==> src/rtl/spi_slave_sync.sv <==
`default_nettype none
// +----------------------------------------------------------------------------+
// | spi_slave_sync: SPI slave oversampled in the clk domain, valid/ready RX/TX  |
// | Option macro: SPI_SLAVE_SYNC_RX_FIFO_EN (DEPTH-entry RX FIFO)               |
// | Revision: 1.0                                                              |
// +----------------------------------------------------------------------------+
module spi_slave_sync #(
  parameter int WIDTH       = 8,
  parameter int DEPTH       = 4,
  parameter bit CPOL        = 1'b0,
  parameter bit CPHA        = 1'b0,
  parameter int SYNC_STAGES = 2
) (
  input  logic             clk,
  input  logic             reset,
  input  logic             nCS,
  input  logic             SCK,
  input  logic             MOSI,
  output logic             MISO,
  output logic [WIDTH-1:0] rx_data,
  output logic             rx_valid,
  input  logic             rx_ready,
  input  logic [WIDTH-1:0] tx_data,
  input  logic             tx_valid,
  output logic             tx_ready,
  output logic             busy,
  output logic             rx_overflow,
  output logic             tx_underrun
);

  localparam int CNT_W       = $clog2(WIDTH);
  localparam bit SAMPLE_RISE = (CPOL == CPHA);

  generate
    if (DEPTH < 2 || WIDTH < 4 || SYNC_STAGES < 2) begin : g_param_guard
    end
  endgenerate

  logic [SYNC_STAGES-1:0] ncs_sync, sck_sync, mosi_sync;
  logic ncs_s, sck_s, mosi_s, ncs_d, sck_d, sample_p, shift_p;

  assign ncs_s  = ncs_sync[SYNC_STAGES-1];
  assign sck_s  = sck_sync[SYNC_STAGES-1];
  assign mosi_s = mosi_sync[SYNC_STAGES-1];

  always_ff @(posedge clk or posedge reset) begin
    if (reset) begin
      ncs_sync  <= '1;
      sck_sync  <= {SYNC_STAGES{CPOL}};
      mosi_sync <= '0;
      ncs_d     <= 1'b1;
      sck_d     <= CPOL;
      sample_p  <= 1'b0;
      shift_p   <= 1'b0;
    end else begin
      ncs_sync  <= {ncs_sync[SYNC_STAGES-2:0], nCS};
      sck_sync  <= {sck_sync[SYNC_STAGES-2:0], SCK};
      mosi_sync <= {mosi_sync[SYNC_STAGES-2:0], MOSI};
      ncs_d     <= ncs_s;
      sck_d     <= sck_s;
      sample_p  <= ~ncs_s & (SAMPLE_RISE ? (sck_s & ~sck_d) : (~sck_s & sck_d));
      shift_p   <= ~ncs_s & (SAMPLE_RISE ? (~sck_s & sck_d) : (sck_s & ~sck_d));
    end
  end

  logic             frame_start, frame_end, do_sample, do_shift, fetch, push, pop, bit_last;
  logic             sampled, pending, hold_valid;
  logic [CNT_W-1:0] bitcnt;
  logic [WIDTH-1:0] rx_shift, tx_shift, tx_shift_nx, hold, fetch_word, push_word;

  assign frame_start = ncs_d & ~ncs_s;
  assign frame_end   = ~ncs_d & ncs_s;
  assign do_sample   = sample_p & ~ncs_s;
  assign do_shift    = shift_p & ~ncs_s;
  assign bit_last    = (bitcnt == CNT_W'(WIDTH - 1));
  // In CPHA=0 the word is fetched at frame start, so a bitcnt==0 shift edge
  // before any sample must not fetch a second one.
  assign fetch       = (!CPHA && frame_start) ||
                       (do_shift && (bitcnt == '0) && (CPHA || sampled));
  assign tx_ready    = fetch & ~hold_valid & tx_valid;
  assign tx_underrun = fetch & ~hold_valid & ~tx_valid;
  assign fetch_word  = hold_valid ? hold : (tx_valid ? tx_data : '1);
  assign push        = do_sample & bit_last;
  assign push_word   = {rx_shift[WIDTH-2:0], mosi_s};
  assign pop         = rx_valid & rx_ready;
  assign busy        = ~ncs_s;

  always_comb begin
    tx_shift_nx = tx_shift;
    if (fetch) begin
      tx_shift_nx = fetch_word;
    end else if (do_shift) begin
      tx_shift_nx = {tx_shift[WIDTH-2:0], 1'b0};
    end
  end

  always_ff @(posedge clk or posedge reset) begin
    if (reset) begin
      bitcnt     <= '0;
      rx_shift   <= '0;
      tx_shift   <= '0;
      hold       <= '0;
      hold_valid <= 1'b0;
      sampled    <= 1'b0;
      pending    <= 1'b0;
      MISO       <= 1'b0;
    end else begin
      tx_shift <= tx_shift_nx;
      MISO     <= ~ncs_s & tx_shift_nx[WIDTH-1];
      if (frame_start || frame_end) begin
        bitcnt <= '0;
      end else if (do_sample) begin
        bitcnt <= bit_last ? '0 : bitcnt + 1'b1;
      end
      if (do_sample) begin
        rx_shift <= push_word;
      end
      if (frame_start) begin
        sampled <= 1'b0;
      end else if (do_sample) begin
        sampled <= 1'b1;
      end
      // A real word fetched but never clocked out is kept for the next frame.
      if (fetch) begin
        pending <= hold_valid | tx_valid;
      end else if (do_sample || frame_end) begin
        pending <= 1'b0;
      end
      if (frame_end && pending) begin
        hold       <= tx_shift;
        hold_valid <= 1'b1;
      end else if (fetch) begin
        hold_valid <= 1'b0;
      end
    end
  end

`ifdef SPI_SLAVE_SYNC_RX_FIFO_EN
  localparam int AW = $clog2(DEPTH);

  logic [WIDTH-1:0] mem [DEPTH];
  logic [AW-1:0]    wr_ptr, rd_ptr;
  logic [AW:0]      count;
  logic             full, accept;

  assign full        = (count == (AW+1)'(DEPTH));
  assign accept      = push & (~full | pop);
  assign rx_overflow = push & full & ~pop;
  assign rx_valid    = (count != '0);
  assign rx_data     = mem[rd_ptr];

  always_ff @(posedge clk or posedge reset) begin
    if (reset) begin
      for (int i = 0; i < DEPTH; i++) begin
        mem[i] <= '0;
      end
      wr_ptr <= '0;
      rd_ptr <= '0;
      count  <= '0;
    end else begin
      if (accept) begin
        mem[wr_ptr] <= push_word;
        wr_ptr      <= wr_ptr + 1'b1;
      end
      if (pop) begin
        rd_ptr <= rd_ptr + 1'b1;
      end
      if (accept && !pop) begin
        count <= count + 1'b1;
      end else if (!accept && pop) begin
        count <= count - 1'b1;
      end
    end
  end
`else
  assign rx_overflow = push & rx_valid & ~rx_ready;

  always_ff @(posedge clk or posedge reset) begin
    if (reset) begin
      rx_data  <= '0;
      rx_valid <= 1'b0;
    end else if (push && (!rx_valid || rx_ready)) begin
      rx_data  <= push_word;
      rx_valid <= 1'b1;
    end else if (pop) begin
      rx_valid <= 1'b0;
    end
  end
`endif

endmodule
`default_nettype wire

==> config.mk <==
export PLATFORM = sky130hd
export DESIGN_NAME = spi_slave_sync
export DESIGN_NICKNAME = d
export VERILOG_FILES = /design/src/rtl/spi_slave_sync.sv
export SDC_FILE = /design/constraint.sdc
export NUM_CORES = 1
export LEC_CHECK = 0
export BUFFER_PORTS_ARGS = -buffer_cell sky130_fd_sc_hd__buf_2
export CELL_PAD_IN_SITES_DETAIL_PLACEMENT = 1
export CELL_PAD_IN_SITES_GLOBAL_PLACEMENT = 1
export CORE_MARGIN = 2
export CORE_UTILIZATION = 41
export DETAILED_ROUTE_END_ITERATION = 10
export HOLD_SLACK_MARGIN = 0.12
export PLACE_DENSITY = 0.77
export SYNTH_ARGS = -nofsm -noshare
export SYNTH_HDL_FRONTEND = slang
export SYNTH_SLANG_ARGS = --single-unit
export TNS_END_PERCENT = 20
==> constraint.sdc <==
create_clock -name clk -period 1.4 [get_ports clk]
set_input_delay 0.14 -clock clk [delete_from_list [all_inputs] [get_ports clk]]
set_output_delay 0.14 -clock clk [all_outputs]
set_load 0.005 [all_outputs]
After elaboration in Yosys (flattened, before gate mapping)
Index checks and enable logic that the tools add are counted.
{"block": "word_totals", "reg_bits": 49, "wordCells": 75, "output_inout_bits": 14, "inputBits": 15}
{"block": "op_classes", "add_sub_neg": 1, "n_reduce_logical": 16, "bitwise": 24, "muxes": 15, "eq_ne": 1}
{"operator": "$mux 8", "n": 4}
{"operator": "$and 1x1->1", "n": 16}
{"operator": "$reduce_bool 2->1", "n": 6}
{"operator": "$mux 3", "n": 3}
{"operator": "$mux 1", "n": 8}
{"operator": "$not 1->1", "n": 7}
{"operator": "$logic_and 1x1->1", "n": 4}
{"operator": "$logic_or 1x1->1", "n": 4}
{"operator": "$add 3x1->3 const B", "n": 1}
{"operator": "$eq 3x3->1 const B", "n": 1}
{"operator": "$logic_not 3->1", "n": 1}
{"operator": "$logic_not 1->1", "n": 1}
{"operator": "$or 1x1->1", "n": 1}

Logic depth before layout (Yosys ltp)
{"block": "depth", "ltp_word": 7, "ltp_mapped": 5, "ltp_nobuf": 5}

Worst setup path after synthesis
Ideal clock, no wire load.
{"block": "synth_timing", "path_kind": "register to register", "startpoint": "register ncs_sync[1]", "endpoint": "register MISO", "stages_incl_launch_ff": 6, "path_buffers": 1, "period_less_slack_ps": 1545, "arrival_time_ps": 1466, "required_ps": 1321, "path_slack_ps": -145, "setup_time_ps": 79, "cell_sequence": "dfstp_2 inv_1 ha_1 a21oi_2 buf_6 mux2i_1"}
{"block": "synth_via", "elab_chain_len": 7, "elab_cells_between_ends": 9, "cone_classes": "2 x mux; 4 x bitwise; 3 x reduce/logical"}
{"item": "start, declared", "line_no": "39", "source": "logic [SYNC_STAGES-1:0] ncs_sync, sck_sync, mosi_sync;"}
{"item": "start signal, assigned", "line_no": "56", "source": "ncs_sync <= {ncs_sync[SYNC_STAGES-2:0], nCS};"}
{"item": "$not 1->1 (*)"}
{"item": "named net busy", "line_no": "26", "source": "output logic busy,"}
{"item": "$and 1x1->1", "line_no": "74", "source": "assign do_shift = shift_p & ~ncs_s;"}
{"item": "$logic_and 1x1->1 (2 in series)", "line_no": "79", "source": "(do_shift && (bitcnt == '0) && (CPHA || sampled));"}
{"item": "$logic_or 1x1->1", "line_no": "78", "source": "assign fetch = (!CPHA && frame_start) ||"}
{"item": "$mux 8", "line_no": "90", "source": "if (fetch) begin"}
{"item": "$and 1x1->1 (*)", "line_no": "109", "source": "MISO <= ~ncs_s & tx_shift_nx[WIDTH-1];"}
{"item": "end signal, assigned", "line_no": "109"}
{"item": "end, declared", "line_no": "19", "source": "output logic MISO,"}
The timed path passes the listed nets; every way through them passes the cells marked *. The select of a mux whose other input is x is not followed.
A chain may end at the register's enable or synchronous reset.

Final worst setup path
{"block": "layout_timing", "startpoint": "register ncs_sync[1]", "endpoint": "output port tx_underrun"}
{"block": "layout_via", "elab_chain_len": 7, "elab_cells_between_ends": 8, "cone_classes": "5 x bitwise; 3 x reduce/logical"}
{"item": "$not 1->1 (*)", "line_no": "71, 74"}
{"item": "$and 1x1->1", "line_no": "74"}
{"item": "$logic_and 1x1->1 (2 in series)", "line_no": "79"}
{"item": "$logic_or 1x1->1 (*)", "line_no": "78"}
{"item": "$and 1x1->1 (*) (2 in series)", "line_no": "81", "source": "assign tx_underrun = fetch & ~hold_valid & ~tx_valid;"}
{"item": "end, declared", "line_no": "28", "source": "output logic tx_underrun"}
Mark *: on every way between the ends. The rest lies on a longest branch, timed or not.

==> metrics.md <==
| Metric | Value |
|---|---|
| Storage cell area | `1231 um^2` |
| Fillers | `520` |
| Clock sinks | `49` |
| PnR worst setup slack | `-253.0 ps` |
| Area contributors post-synth | `dfrtp_1 (55%), mux2i_1 (8.2%), mux2_4 (5.8%)` |
| Routability cong. | `0.6831` |
| Clk pin slew, worst setup/hold paths | `90 ps` |
| Via count | `1,452` |
| Total power | `0.003298 W` |
| N_diodes | `0` |
| Top-area cell type share of the netlist area | `55.26%` |
| Largest net degree at the start of global routing | `50` |
| Die area | `5667 um^2` |
| Chip Width | `75.28 um` |
| Yosys cell types | `30` |
| Number of DRC markers in iteration 0 | `55` |
| #FFs+latches synth | `49` |
| First-pass GRT wire length | `7652 um` |
| Critical path fanouts, max | `4` |
| Vias in the first global route | `1,559` |
| Initial Util | `43.25%` |
| CP required | `1260 ps` |
| Pre-CTS WS | `-254.5 ps` |
| Detail Placement HPWL | `3044 um` |
| Buf+Inv Stages, Crit Path | `2` |
| R2R setup slack | `-230 ps` |
| Pwr/cell area | `1202 nW/um^2` |
| DRT antenna net count | `0` |
| Critical path depth in cells | `5` |
| Die height | `75.28 um` |
| Port Buffers | `28` |
| DRT Wirelength | `4970 um` |
| Initial antenna violation count | `0` |
| Fraction of layout cells with a size suffix above 1 | `44.39%` |
| WL/cell | `17.14 um` |
| Worst setup SP type | `register` |
| # DRC | `0` |
| Leak | `1.362 nW` |
| Period utilisation layout | `118.1%` |
| Fin util | `56.94%` |
| Fmax achieved | `605.0 MHz` |
| Seq/Total Area, Yosys | `59.04%` |
| Rel. slew slack | `72.39%` |
| Max Cap Violations | `0` |
| Worst hold path class | `in -> reg` |
| Critical path's largest stage delay | `610 ps` |
| Hold Violations, Final | `0` |
| Clk buf depth | `2` |
| Mapped Cells | `163` |
| CTS tree | `yes` |
| Standard-cell rows | `25` |
| Status | `complete, but fails checks` |
| GR Overflow Total | `0` |
| Critical path cell sequence | `inv_2 > ha_4 > a21oi_4 > nor3_2 > buf_2` |
| Violated checks | `setup timing` |
| All-layer global routing usage | `18.63%` |
| Ys Warns | `0` |
| Worst Path Arrival | `1510 ps` |
| Final min period | `1653 ps` |
| Least-Margin Pin Slew | `414.2 ps` |
| Post-Syn Area | `2083 um^2` |
| Layout Nets | `242` |
| Avg Cell Area, Syn | `12.78 um^2` |
| First-pass DRT Iterations | `4` |
| Final hold slack | `150.7 ps` |
| Max Slew Vio Count | `0` |
| H-tree Lvls | `2` |
| WHS Path Cells | `3` |
| Clock root cell | `clkbuf_8` |
| CP endpoint kind | `output port` |
| Clock Latency Late Sink | `300 ps` |
| Final setup vio count | `31` |
| Cells on worst reg2reg path | `6` |
| RSZ-0062 raised after global routing | `yes` |
| CP max stage cell | `dfstp_2` |
| Post-Layout Cell Count | `290` |
| Setup Skew | `3.497 ps` |
| Inst Count DP | `267` |
| Multi-input logic area | `897.1 um^2` |
| Top delay family on crit path | `flip-flops` |
| Max rail drop VDD | `0.6887 mV` |
| DR vias/cell | `5.007` |
| Net Count, Synth | `183` |
| Synth area leader | `dfrtp_1` |
| Ports | `29` |
| Core Region | `4817 um^2` |
| P&R area growth vs syn | `31.65%` |
| Worst setup path category | `reg -> out` |
| Total CTS buffers | `5` |
per-layer routing:
| metal | GRT usage [%] | part of all wire (%) | up-vias |
|---|---|---|---|
| met1 | 23.26 | 44 | 751 |
| met3 | 3.481 | 2.1 | 4 |
| met2 | 31.88 | 52 | 22 |
| met5 | 0 | 0 | - |
| met4 | 7.407 | 1.1 | 0 |
| li1 | - | - | 675 |
worst paths after layout:
path / end / startpoint
min: tx_shift[0] / tx_data[0]
max in group asynchronous: ncs_sync[1] / reset
max reg2reg: tx_shift[4] / ncs_sync[1]
min in group asynchronous: rx_data[6] / reset
max: tx_underrun / ncs_sync[1]
min reg2reg: sck_sync[1] / sck_sync[0]
placed cells by master (no fill, tap or decap), types with 2 or more instances in the layout:
cell type,n
dfrtp_1,45
buf_2,27
nand2_1,25
buf_4,20
mux2i_1,17
mux2_4,8
mux2_2,8
o22ai_1,7
nor2_1,5
clkbuf_8,5
dlygate4sd3_1,4
buf_6,4
nand3b_1,3
inv_1,3
ha_4,3
dfstp_2,3
a21boi_0,2
nor2_2,2
nand2b_1,2
inv_2,2
nor3b_1,2
ha_2,2
clkinv_2,2
buf_12,2
repair_timing:
| action | 4_1_cts | 5_1_grt |
|---|---|---|
| gates resized for setup | 11 | 12 |
| hold buffers | 4 | 0 |
| pin swaps | 4 | 4 |
| endpoints found under the setup margin | 30 | 37 |
| endpoints found under the hold margin | 49 | 0 |
| buffers inserted | 6 | 6 |
synth_stat cells:
master     instances
buf_6              2
dfstp_2            3
nand3b_1           3
nor4bb_2           1
nor2b_1            1
dfrtp_1           46
nand2_1           27
mux2i_1           17
mux2_4             8
nor3b_1            2
and3_1             1
a22o_1             1
o22ai_1            7
clkinv_1           1
o211ai_1           1
nand2b_1           4
mux2_2             8
inv_1              5
o21ai_1            1
buf_1              1
nor3_1             1
buf_2              3
o221ai_1           1
a21oi_2            1
nor2b_2            1
a21boi_0           2
or2b_1             1
nor2_1             7
o2bb2ai_1          1
ha_1               5
cell families after synthesis:
kind of cell | count (synthesis) | share of synthesized area [%]
flip-flops | 49 | 59.04
buffers and inverters | 12 | 3.063
AND/OR/NAND/NOR | 49 | 11.53
AO/OA/AOI/OAI | 15 | 5.105
adder cells (fa/ha/maj) | 5 | 3.003
multiplexers | 33 | 18.26
area by class of cell:
type / instances / area share [%]
sequential: 49 / 44.89
clock inverter: 2 / 0.3650
clock buffer: 6 / 2.646
tap: 67 / 3.057
inverter: 6 / 0.8212
multi-input combinational: 102 / 32.71
timing repair buffer: 58 / 15.51
report_power, final:
part / switching [W] / internal [W]
clock: 0.000467 / 0.000348
sequential: 0.000213 / 0.00168
combinational: 0.000265 / 0.000324
registers in the layout, summed over array words and instances, names as in the netlist, 2 cells and up:
register	flops
hold	8
rx_data	8
tx_shift	8
rx_shift	7
bitcnt	3
mosi_sync	2
ncs_sync	2
sck_sync	2
worst reg2reg max path, delay by kind of cell, from the launching register on:
| kind | cells | cell delay (ps) |
|---|---|---|
| fa+ha+maj | 1 | 170 |
| compound gates | 1 | 190 |
| mux | 1 | 210 |
| flops | 1 | 610 |
| buf+inv | 3 | 370 |
per-stage QoR:
| stage | cell area (um^2) | TNS, ps |
|---|---|---|
| floorplan | 2111 | -307.4 |
| global placement | 2444 | -2088 |
| detailed placement | 2444 | -3226 |
| CTS | 2664 | -2874 |
| global route | 2743 | -5310 |
| finish | 2743 | -4138 |
Power figures use the tool's default switching activity.
